## config.mk

```make
export PLATFORM = sky130hd
export DESIGN_NAME = led_scan_controller
export DESIGN_NICKNAME = d
export VERILOG_FILES = /design/src/rtl/led_scan_controller_pkg.sv /design/src/rtl/led_scan_controller_dwell_timer.sv /design/src/rtl/led_scan_controller.sv
export SDC_FILE = /design/constraint.sdc
export NUM_CORES = 1
export LEC_CHECK = 0
export BUFFER_PORTS_ARGS = -buffer_cell sky130_fd_sc_hd__clkbuf_2
export CORE_MARGIN = 2
export CORE_UTILIZATION = 30
export CTS_BUF_LIST = sky130_fd_sc_hd__clkbuf_4
export DETAILED_ROUTE_END_ITERATION = 8
export PLACE_DENSITY_LB_ADDON = 0.08
export SYNTH_ARGS = -nofsm -noshare
export SYNTH_HDL_FRONTEND = slang
export SYNTH_SLANG_ARGS = --single-unit
```

## constraint.sdc

```tcl
create_clock -name i_Clk -period 2.1 [get_ports i_Clk]
set_input_delay 0.42 -clock i_Clk [delete_from_list [all_inputs] [get_ports i_Clk]]
set_output_delay 0.42 -clock i_Clk [all_outputs]
set_load 0.01 [all_outputs]
```

## src/rtl/led_scan_controller_pkg.sv

```systemverilog
// Shared mode codes, FSM state encoding and select-step helpers for the LED scan controller.
package led_scan_pkg;

  typedef enum logic [1:0] {
    MODE_MANUAL   = 2'b00,
    MODE_FWD      = 2'b01,
    MODE_REV      = 2'b10,
    MODE_PINGPONG = 2'b11
  } mode_t;

  typedef enum logic [1:0] {
    IDLE   = 2'b00,
    MANUAL = 2'b01,
    SCAN   = 2'b10
  } state_t;

  function automatic logic [1:0] sel_up(input logic [1:0] sel);
    return sel + 2'd1;
  endfunction

  function automatic logic [1:0] sel_down(input logic [1:0] sel);
    return sel - 2'd1;
  endfunction

endpackage

```

## src/rtl/led_scan_controller_dwell_timer.sv

```systemverilog
// Dwell counter: counts 0..DWELL_CYCLES-1 while running, flags the terminal count.
module dwell_timer #(
  parameter int unsigned DWELL_CYCLES = 4194303
) (
  input  logic i_Clk,
  input  logic i_Reset,
  input  logic i_Clear,
  input  logic i_Run,
  output logic o_Tick
);

  localparam int unsigned CNT_W = $clog2(DWELL_CYCLES);
  localparam logic [CNT_W-1:0] LAST = CNT_W'(DWELL_CYCLES - 1);

  logic [CNT_W-1:0] count;

  // Tick only on a cycle that actually counts; a clear cycle restarts the dwell.
  assign o_Tick = i_Run && !i_Clear && (count == LAST);

  always_ff @(posedge i_Clk) begin
    if (i_Reset || i_Clear || !i_Run) begin
      count <= '0;
    end else if (count == LAST) begin
      count <= '0;
    end else begin
      count <= count + CNT_W'(1);
    end
  end

endmodule

```

## src/rtl/led_scan_controller.sv

```systemverilog
// LED scan controller: drives a 2-bit demux select in manual, forward, reverse or ping-pong order.
// Ping-pong (mode 11) is built only with LED_SCAN_PINGPONG_EN; otherwise mode 11 scans forward.
module led_scan_controller
  import led_scan_pkg::*;
#(
  parameter int unsigned DWELL_CYCLES = 4194303
) (
  input  logic       i_Clk,
  input  logic       i_Reset,
  input  logic       i_Enable,
  input  logic [1:0] i_Mode,
  input  logic [1:0] i_Manual_Sel,
  output logic [1:0] o_Sel,
  output logic       o_Step,
  output logic       o_Wrap
);

  state_t     state;
  state_t     state_next;
  mode_t      mode_in;
  mode_t      mode_q;
  logic       dwell_run;
  logic       dwell_clear;
  logic       dwell_tick;
  logic [1:0] step_sel;
  logic       step_wrap;
`ifdef LED_SCAN_PINGPONG_EN
  logic       dir_up;
  logic       dir_up_next;
`endif

  assign mode_in = mode_t'(i_Mode);

  always_comb begin
    state_next = SCAN;
    if (!i_Enable) begin
      state_next = IDLE;
    end else if (mode_in == MODE_MANUAL) begin
      state_next = MANUAL;
    end
  end

  // Dwell restarts on SCAN entry or any mode change, so each scan segment gets a full dwell.
  assign dwell_run   = (state_next == SCAN);
  assign dwell_clear = !dwell_run || (state != SCAN) || (mode_in != mode_q);

  dwell_timer #(
    .DWELL_CYCLES(DWELL_CYCLES)
  ) u_dwell_timer (
    .i_Clk   (i_Clk),
    .i_Reset (i_Reset),
    .i_Clear (dwell_clear),
    .i_Run   (dwell_run),
    .o_Tick  (dwell_tick)
  );

  always_comb begin
    step_sel  = sel_up(o_Sel);
    step_wrap = (o_Sel == 2'd3);
`ifdef LED_SCAN_PINGPONG_EN
    dir_up_next = dir_up;
`endif
    case (mode_in)
      MODE_REV: begin
        step_sel  = sel_down(o_Sel);
        step_wrap = (o_Sel == 2'd0);
      end
`ifdef LED_SCAN_PINGPONG_EN
      MODE_PINGPONG: begin
        step_wrap = 1'b0;
        if (dir_up) begin
          step_sel = sel_up(o_Sel);
          if (step_sel == 2'd3) begin
            dir_up_next = 1'b0;
            step_wrap   = 1'b1;
          end
        end else begin
          step_sel = sel_down(o_Sel);
          if (step_sel == 2'd0) begin
            dir_up_next = 1'b1;
            step_wrap   = 1'b1;
          end
        end
      end
`endif
      default: begin
        step_sel  = sel_up(o_Sel);
        step_wrap = (o_Sel == 2'd3);
      end
    endcase
  end

  always_ff @(posedge i_Clk) begin
    if (i_Reset) begin
      state  <= IDLE;
      mode_q <= MODE_MANUAL;
      o_Sel  <= '0;
      o_Step <= 1'b0;
      o_Wrap <= 1'b0;
`ifdef LED_SCAN_PINGPONG_EN
      dir_up <= 1'b1;
`endif
    end else begin
      state  <= state_next;
      mode_q <= mode_in;
      o_Step <= 1'b0;
      o_Wrap <= 1'b0;
      case (state_next)
        MANUAL: o_Sel <= i_Manual_Sel;
        SCAN: begin
          if (dwell_tick) begin
            o_Sel  <= step_sel;
            o_Step <= 1'b1;
            o_Wrap <= step_wrap;
`ifdef LED_SCAN_PINGPONG_EN
            dir_up <= dir_up_next;
`endif
          end
        end
        default: o_Sel <= o_Sel;
      endcase
    end
  end

endmodule
```

; ---- Word-level counts from Yosys, hierarchy flattened
; Cells that the tools add are included.
[word_totals]
reg_bits = 30
out_inout_bits = 4
[classes]
reduce_logical = 15
eq_ne = 8
add_sub_neg = 3
bitwise_logic = 2
muxes = 7
[ops]
columns = op, count
row1 = $add 22x1->22 const B, 1
row2 = $eq 22x22->1 const B, 1
row3 = $mux 2, 4
row4 = $eq 2x2->1 const B, 3
row5 = $logic_not 2->1, 2
row6 = $logic_or 1x1->1, 4
row7 = $ne 2x2->1 const B, 2
row8 = $pmux 2 s2, 1
row9 = $reduce_or 2->1, 2
row10 = $reduce_or 3->1, 1
row11 = $add 2x1->2 const B, 1
row12 = $eq 2x1->1 const B, 1
row13 = $logic_and 1x1->1, 2
row14 = $logic_not 1->1, 2
row15 = $mux 1, 2
row16 = $ne 2x2->1, 1
row17 = $not 1->1, 2
row18 = $reduce_and 2->1, 1
row19 = $reduce_bool 2->1, 1
row20 = $sub 2x1->2 const B, 1

; ---- Depth between registers and ports, before layout
; Gate-level depths: netlist of the first run.
[depth]
ltp_word = 12
ltp_mapped = 8
mapped_depth_nobuf = 7

; ---- Hierarchy
; Synthesis of the first run repeated with hierarchy kept, for this count alone.
[unflattened]
hier_cells = 167
hier_area_um2 = 1432.6
[modules_own_cells]
columns = module, area_per_inst_um2, instances, seq_area_each_um2, cells_each
row1 = dwell_timer, 1074.8, 1, 440.4, 126
row2 = led_scan_controller, 357.8, 1, 160.2, 41

; ---- Least setup slack after synthesis of the first run
; Ideal clock, no wire load.
[synth_path]
kind = register -> register
start = register u_dwell_timer.count[5]
end = register u_dwell_timer.count[21]
setup_time_ps = 116
arrival_ps = 1487
required_time_ps = 1984
slack_ps = 498
path_stages_with_launch = 7
path_buffers = 1
path_cell_list = dfxtp_1 -> nand3_2 -> or4b_1 -> buf_4 -> nor4_4 -> xnor2_1 -> nor2_2
[synth_between]
elab_chain_len = 2
elab_cells_between_ends = 3
cone_classes = add/sub (1) / eq/ne (1) / reduce/logical (1)
[synth_rtl]
columns = item, line
row1 = from (decl), led_scan_controller_dwell_timer.sv:15  ; logic [CNT_W-1:0] count;
row2 = from (signal assigned), led_scan_controller_dwell_timer.sv:26  ; count <= count + CNT_W'(1);
row3 = branches (longest 2 deep; another with $add 22x1->22), --
; Several ways; the timed one is not identified.
; A chain may end at the register's enable or synchronous reset.

; ---- Worst setup path in the final report of the first run
; Ends and elaborated chain as after synthesis.

==> flow_metrics.env, run 1 <==
export IMPL_status="finished clean"
export IMPL_postRouteAntennaNets=0
export IMPL_hold_path_class="in2reg"
export IMPL_synth_fp_nets=165
export IMPL_setup_viol=0
export IMPL_clockBufferDepth=2
export IMPL_via_count=1092
export IMPL_p_leak_nw=0.521
export IMPL_antenna_found_initial=0
export IMPL_die_width_um=71.6
export IMPL_synthFlopType="dfxtp_1"
export IMPL_cts_root_buf="clkbuf_4"
export IMPL_routedWlPerCell_um=12.0
export IMPL_clock_latency_ns=0.32
export IMPL_avgSynthCellArea_sq_um=8.78
export IMPL_num_rows=24
export IMPL_core_area_sq_mm=0.00438
export IMPL_pwr_share_comb_pct=4.0
export IMPL_grt_pass1_vias=1042
export IMPL_ys_seq_elements=30
export IMPL_cts_resized=0
export IMPL_whs_ns=0.299
export IMPL_p_per_area_mw_per_mm2=604
export IMPL_htree_levels=2
export IMPL_finalCritPeriodShare_pct=85.5
export IMPL_cts_buffers=5
export IMPL_gp_congestion=0.762
export IMPL_swShare_pct=22.4
export IMPL_tightest_slew_ns=0.402
export IMPL_overflow=0
export IMPL_p_clk_share_pct=34.5
export IMPL_p_seq_share_pct=61.6
export IMPL_final_nets=183
export IMPL_rsz0062_at_grt="no"
export IMPL_final_hold_viol_count=0
export IMPL_drtIter0Drc=35
export IMPL_yosysSeqAreaShare_pct=43.8
export IMPL_wirelength_um=2730
export IMPL_tns_ns=0
export IMPL_ctsHoldBuffers=0
export IMPL_worst_slack_ns=0.304
export IMPL_worstPathRequired_ns=2.32
export IMPL_yosysUniqueCellTypes=31
export IMPL_initial_core_util_pct=31.2
export IMPL_postCtsSetupBuffers=0
export IMPL_clock_skew_ns=0.00925
export IMPL_dp_hpwl_um=2060
export IMPL_post_route_util_pct=35.4
export IMPL_grt_use_total_pct=11.7
export IMPL_crit_fanout=6
export IMPL_cts_num_sinks=30
export IMPL_p_int_mw=0.727
export IMPL_cp_start_kind="flop"
export IMPL_worstSetupPathType="reg2reg"
export IMPL_via_per_inst=4.81
export IMPL_fmax_mhz=557
export IMPL_syn_area_sq_mm=0.00137
export IMPL_slew_viol_final=0
export IMPL_areaGrowthSynthToFinish_pct=13.2
export IMPL_grt_max_degree=13
export IMPL_worst_ep_arrival_time_ns=2.02
export IMPL_pin_count=11
export IMPL_pre_cts_ws_ns=0.287
export IMPL_period_minus_slack_ns=1.80
export IMPL_drive_gt1_share_pct=16.6
export IMPL_drtPass1Iterations=6
export IMPL_clk_pin_slew_ns=0.09
export IMPL_grt_pass1_wl_um=4580
export IMPL_synth_warnings=0
export IMPL_async_flop_share_pct=0
export IMPL_io_buffers=10
export IMPL_die_area_sq_mm=0.00512
export IMPL_worst_ir_drop_vdd_mv=0.356
export IMPL_drc=0
export IMPL_diodes=0
export IMPL_synth_edf_count=0
export IMPL_switchingPower_mw=0.210
export IMPL_tritoncts="built"
export IMPL_cap_viol_max_count=0
export IMPL_max_slew_margin_rel_pct=73.0
export IMPL_cp_end_kind="flop"
export IMPL_syn_inst=156
export IMPL_fp_dieH_um=71.6
## worst max-delay path, cell delays in order, from the launching register on
cell and delay (ns):
dfxtp_1 0.41, nand3_2 0.15, or4b_1 0.73, nor4_4 0.21, xnor2_1 0.16, nor2_2 0.04
## kinds of logic (layout without fill, tap and decap cells)
kind of cell | Yosys count | count (layout) | synth area share (%)
simple gates | 85 | 85 | 32.9
flops | 30 | 30 | 43.8
xor+xnor | 23 | 23 | 14.7
compound gates | 9 | 9 | 4.38
buf+inv | 7 | 26 | 2.37
fa+ha+maj | 2 | 2 | 1.83
## power groups by stage
stage	combinational (mW)	clock [mW]	sequential [mW]
after CTS	0.0374	0.346	0.577
after global placement	0.0373	0	0.590
after global routing	0.0415	0.385	0.578
after detailed placement	0.0371	0	0.590
final	0.0374	0.323	0.577
after floorplan	0.0196	0	0.590
## flip-flops by register name (all words and copies together), names as in the netlist
register             count
u_dwell_timer.count     22
o_Step                   1
o_Sel                    2
state                    2
o_Wrap                   1
mode_q                   2
## final timing paths
| kind | startpoint | to | slack (ns) | cells after the start |
|---|---|---|---|---|
| min reg2reg | u_dwell_timer.count[0] | u_dwell_timer.count[0] | 0.49 | 1 |
| max | u_dwell_timer.count[5] | u_dwell_timer.count[21] | 0.30 | 5 |
| max reg2reg | u_dwell_timer.count[5] | u_dwell_timer.count[21] | 0.30 | 5 |
| min | i_Reset | o_Sel[1] | 0.30 | 2 |
## cell usage after synthesis (all sizes together), types with 2 or more instances
| library cell | number | area share [%] |
|---|---|---|
| a21oi | 3 | 1.1 |
| and3 | 4 | 1.8 |
| and4 | 2 | 1.3 |
| buf | 3 | 1.3 |
| dfxtp | 30 | 44 |
| ha | 2 | 1.8 |
| inv | 4 | 1.1 |
| nand2 | 12 | 3.3 |
| nand2b | 2 | 0.91 |
| nand3 | 15 | 6.2 |
| nand4 | 3 | 1.4 |
| nor2 | 30 | 8.4 |
| nor2b | 2 | 0.91 |
| nor3 | 9 | 4.4 |
| nor4 | 3 | 2.5 |
| xnor2 | 12 | 7.7 |
| xor2 | 11 | 7.0 |
## placed cells by master (no fill, tap or decap), drive strengths merged, types with 2 or more instances in the layout
cell,count
nand4,3
nor2b,2
nand2,12
nand3,15
ha,2
xnor2,12
nor2,30
clkbuf,16
xor2,11
nand2b,2
and4,2
inv,4
buf,4
clkinv,2
nor3,9
dfxtp,30
a21oi,3
nor4,3
and3,4
## metrics by stage
step | instance area (sq um) | instances | power [mW]
global route | 1550 | 227 | 1.00
floorplan | 1370 | 156 | 0.610
detailed placement | 1500 | 219 | 0.627
global placement | 1500 | 219 | 0.627
finish | 1550 | 227 | 0.937
CTS | 1550 | 227 | 0.960
## layer usage
metal / global-route usage [%] / wire, um / up-vias
li1: - / - / 564
met1: 13.9 / 1320 / 505
met2: 18.8 / 1240 / 17
met3: 4.92 / 123 / 6
met4: 4.40 / 47 / 0
met5: 0 / 0 / -
## cell type report
class	count	area, sq um
Sequential cell	30	601
Timing Repair Buffer	14	80.1
Fill cell	473	2830
Tap cell	52	65.1
Multi-Input combinational cell	119	737
Clock inverter	2	8.76
Inverter	4	15.0
Clock buffer	6	45.0
(Power assumes the default switching activity.)
==> run 2: changes to the inputs <==
- CORE_UTILIZATION: 30 -> 44
==> flow_metrics.env, run 2 (synthesis results as in run 1) <==
export IMPL_rsz0062_at_grt="no"
export IMPL_diodes=0
export IMPL_swShare_pct=22.7
export IMPL_final_nets=181
export IMPL_status="finished clean"
export IMPL_gr_usage_met3_pct=5.84
export IMPL_cts_num_sinks=30
export IMPL_p_leak_nw=0.511
export IMPL_cp_end_kind="flop"
export IMPL_whs_ns=0.306
export IMPL_worst_ep_arrival_time_ns=2.02
export IMPL_hold_path_class="in2reg"
export IMPL_crit_fanout=6
export IMPL_worst_ir_drop_vdd_mv=0.325
export IMPL_num_rows=20
export IMPL_cts_buffers=5
export IMPL_p_per_area_mw_per_mm2=621
export IMPL_ctsHoldBuffers=0
export IMPL_period_minus_slack_ns=1.80
export IMPL_met2_usage_pct=27.3
export IMPL_grt_max_degree=23
export IMPL_setup_viol=0
export IMPL_worstReg2RegStart="u_dwell_timer.count[5]"
export IMPL_final_hold_viol_count=0
export IMPL_tightest_slew_ns=0.394
export IMPL_cts_root_buf="clkbuf_4"
export IMPL_grt_use_total_pct=16.7
export IMPL_overflow=0
export IMPL_grt_util_met1_pct=19.9
export IMPL_wirelength_um=2450
export IMPL_drtIter0Drc=34
export IMPL_clock_latency_ns=0.32
export IMPL_core_area_sq_mm=0.00300
export IMPL_p_int_mw=0.727
export IMPL_cp_start_kind="flop"
export IMPL_die_width_um=59.8
export IMPL_die_area_sq_mm=0.00358
export IMPL_cap_viol_max_count=0
export IMPL_io_buffers=10
export IMPL_max_slew_margin_rel_pct=73.5
export IMPL_clockBufferDepth=2
export IMPL_min_from="i_Reset"
export IMPL_pin_count=11
export IMPL_drtPass1Iterations=4
export IMPL_clk_pin_slew_ns=0.09
export IMPL_tns_ns=0
export IMPL_worstSetupPathType="reg2reg"
export IMPL_via_per_inst=5.18
export IMPL_final_cell_mix="30 x dfxtp_1, 29 x nor2_1, 13 x nand3_1, 12 x nand2_1, 12 x xnor2_1"
export IMPL_p_total_mw=0.940
export IMPL_routedWlPerCell_um=11.9
export IMPL_areaGrowthSynthToFinish_pct=10.4
export IMPL_htree_levels=2
export IMPL_p_clk_share_pct=34.8
export IMPL_largest_register_ffs=22
export IMPL_via_count=1068
export IMPL_switchingPower_mw=0.213
export IMPL_top_usage_layer="met2"
export IMPL_worstSetupStartpoint="u_dwell_timer.count[5]"
export IMPL_worstPathRequired_ns=2.32
export IMPL_grt_pass1_wl_um=4360
export IMPL_dp_hpwl_um=1730
export IMPL_fmax_mhz=554
export IMPL_postCtsSetupBuffers=0
export IMPL_regMostFlops="u_dwell_timer.count"
export IMPL_drive_gt1_share_pct=15.6
export IMPL_initial_core_util_pct=45.6
export IMPL_fp_dieH_um=59.8
export IMPL_layout_commonest_cell="dfxtp_1"
export IMPL_grt_pass1_vias=1006
export IMPL_gp_congestion=0.742
export IMPL_postRouteAntennaNets=0
export IMPL_antenna_found_initial=0
export IMPL_drc=0
export IMPL_p_seq_share_pct=61.4
export IMPL_clock_skew_ns=0.00330
export IMPL_pwr_share_comb_pct=3.8
export IMPL_tritoncts="built"
export IMPL_finalCritPeriodShare_pct=85.9
export IMPL_cts_resized=0
export IMPL_slew_viol_final=0
[run 2: changes by cell type in the layout (fill, tap and decap cells not counted), sizes merged]
| cell | previous run | this run |
|---|---|---|
| buf | 4 | 2 |
[run 2: power groups by stage]
stage / registers, mW / logic, mW / clock network (mW)
3_3_place_gp: 0.590 / 0.0351 / 0
5_1_grt: 0.578 / 0.0408 / 0.373
2_1_floorplan: 0.590 / 0.0196 / 0
4_1_cts: 0.577 / 0.0359 / 0.344
3_5_place_dp: 0.590 / 0.0352 / 0
6_report: 0.577 / 0.0358 / 0.327
[run 2: final cells by class]
class                   count  area (sq um)
clock buffers               6          45.0
multi-input cells         119           737
well taps                  33          41.3
fillers                   317          1490
repair buffers             12          65.1
inverters                   4          15.0
clock inverters             2          8.76
flip-flops and latches     30           601
[run 2: worst paths after layout]
path	cells after the start	slack (ns)	to
max	5	0.30	u_dwell_timer.count[21]
min	2	0.31	o_Sel[1]
max reg2reg	5	0.30	u_dwell_timer.count[21]
min reg2reg	1	0.49	u_dwell_timer.count[0]
[run 2: layer usage]
layer | wire [um] | part of all wire (%)
met5 | 0 | 0
met4 | 42 | 1.7
met3 | 81 | 3.3
met2 | 1170 | 48
met1 | 1150 | 47
[run 2: critical path, stage by stage, from the launching register on]
cell,delay [ns]
dfxtp_1,0.41
nand3_2,0.14
or4b_1,0.72
nor4_4,0.22
xnor2_1,0.17
nor2_2,0.04
[run 2: metrics by stage]
| stage | worst slack, ns | cell area (sq um) | utilization, % | cells |
|---|---|---|---|---|
| floorplan | 0.498 | 1370 | - | 156 |
| global route | 0.131 | 1510 | 50.4 | 206 |
| detailed placement | 0.281 | 1460 | 48.6 | 198 |
| global placement | 0.305 | 1460 | 48.6 | 198 |
| finish | 0.296 | 1510 | 50.4 | 206 |
| CTS | 0.265 | 1510 | 50.4 | 206 |
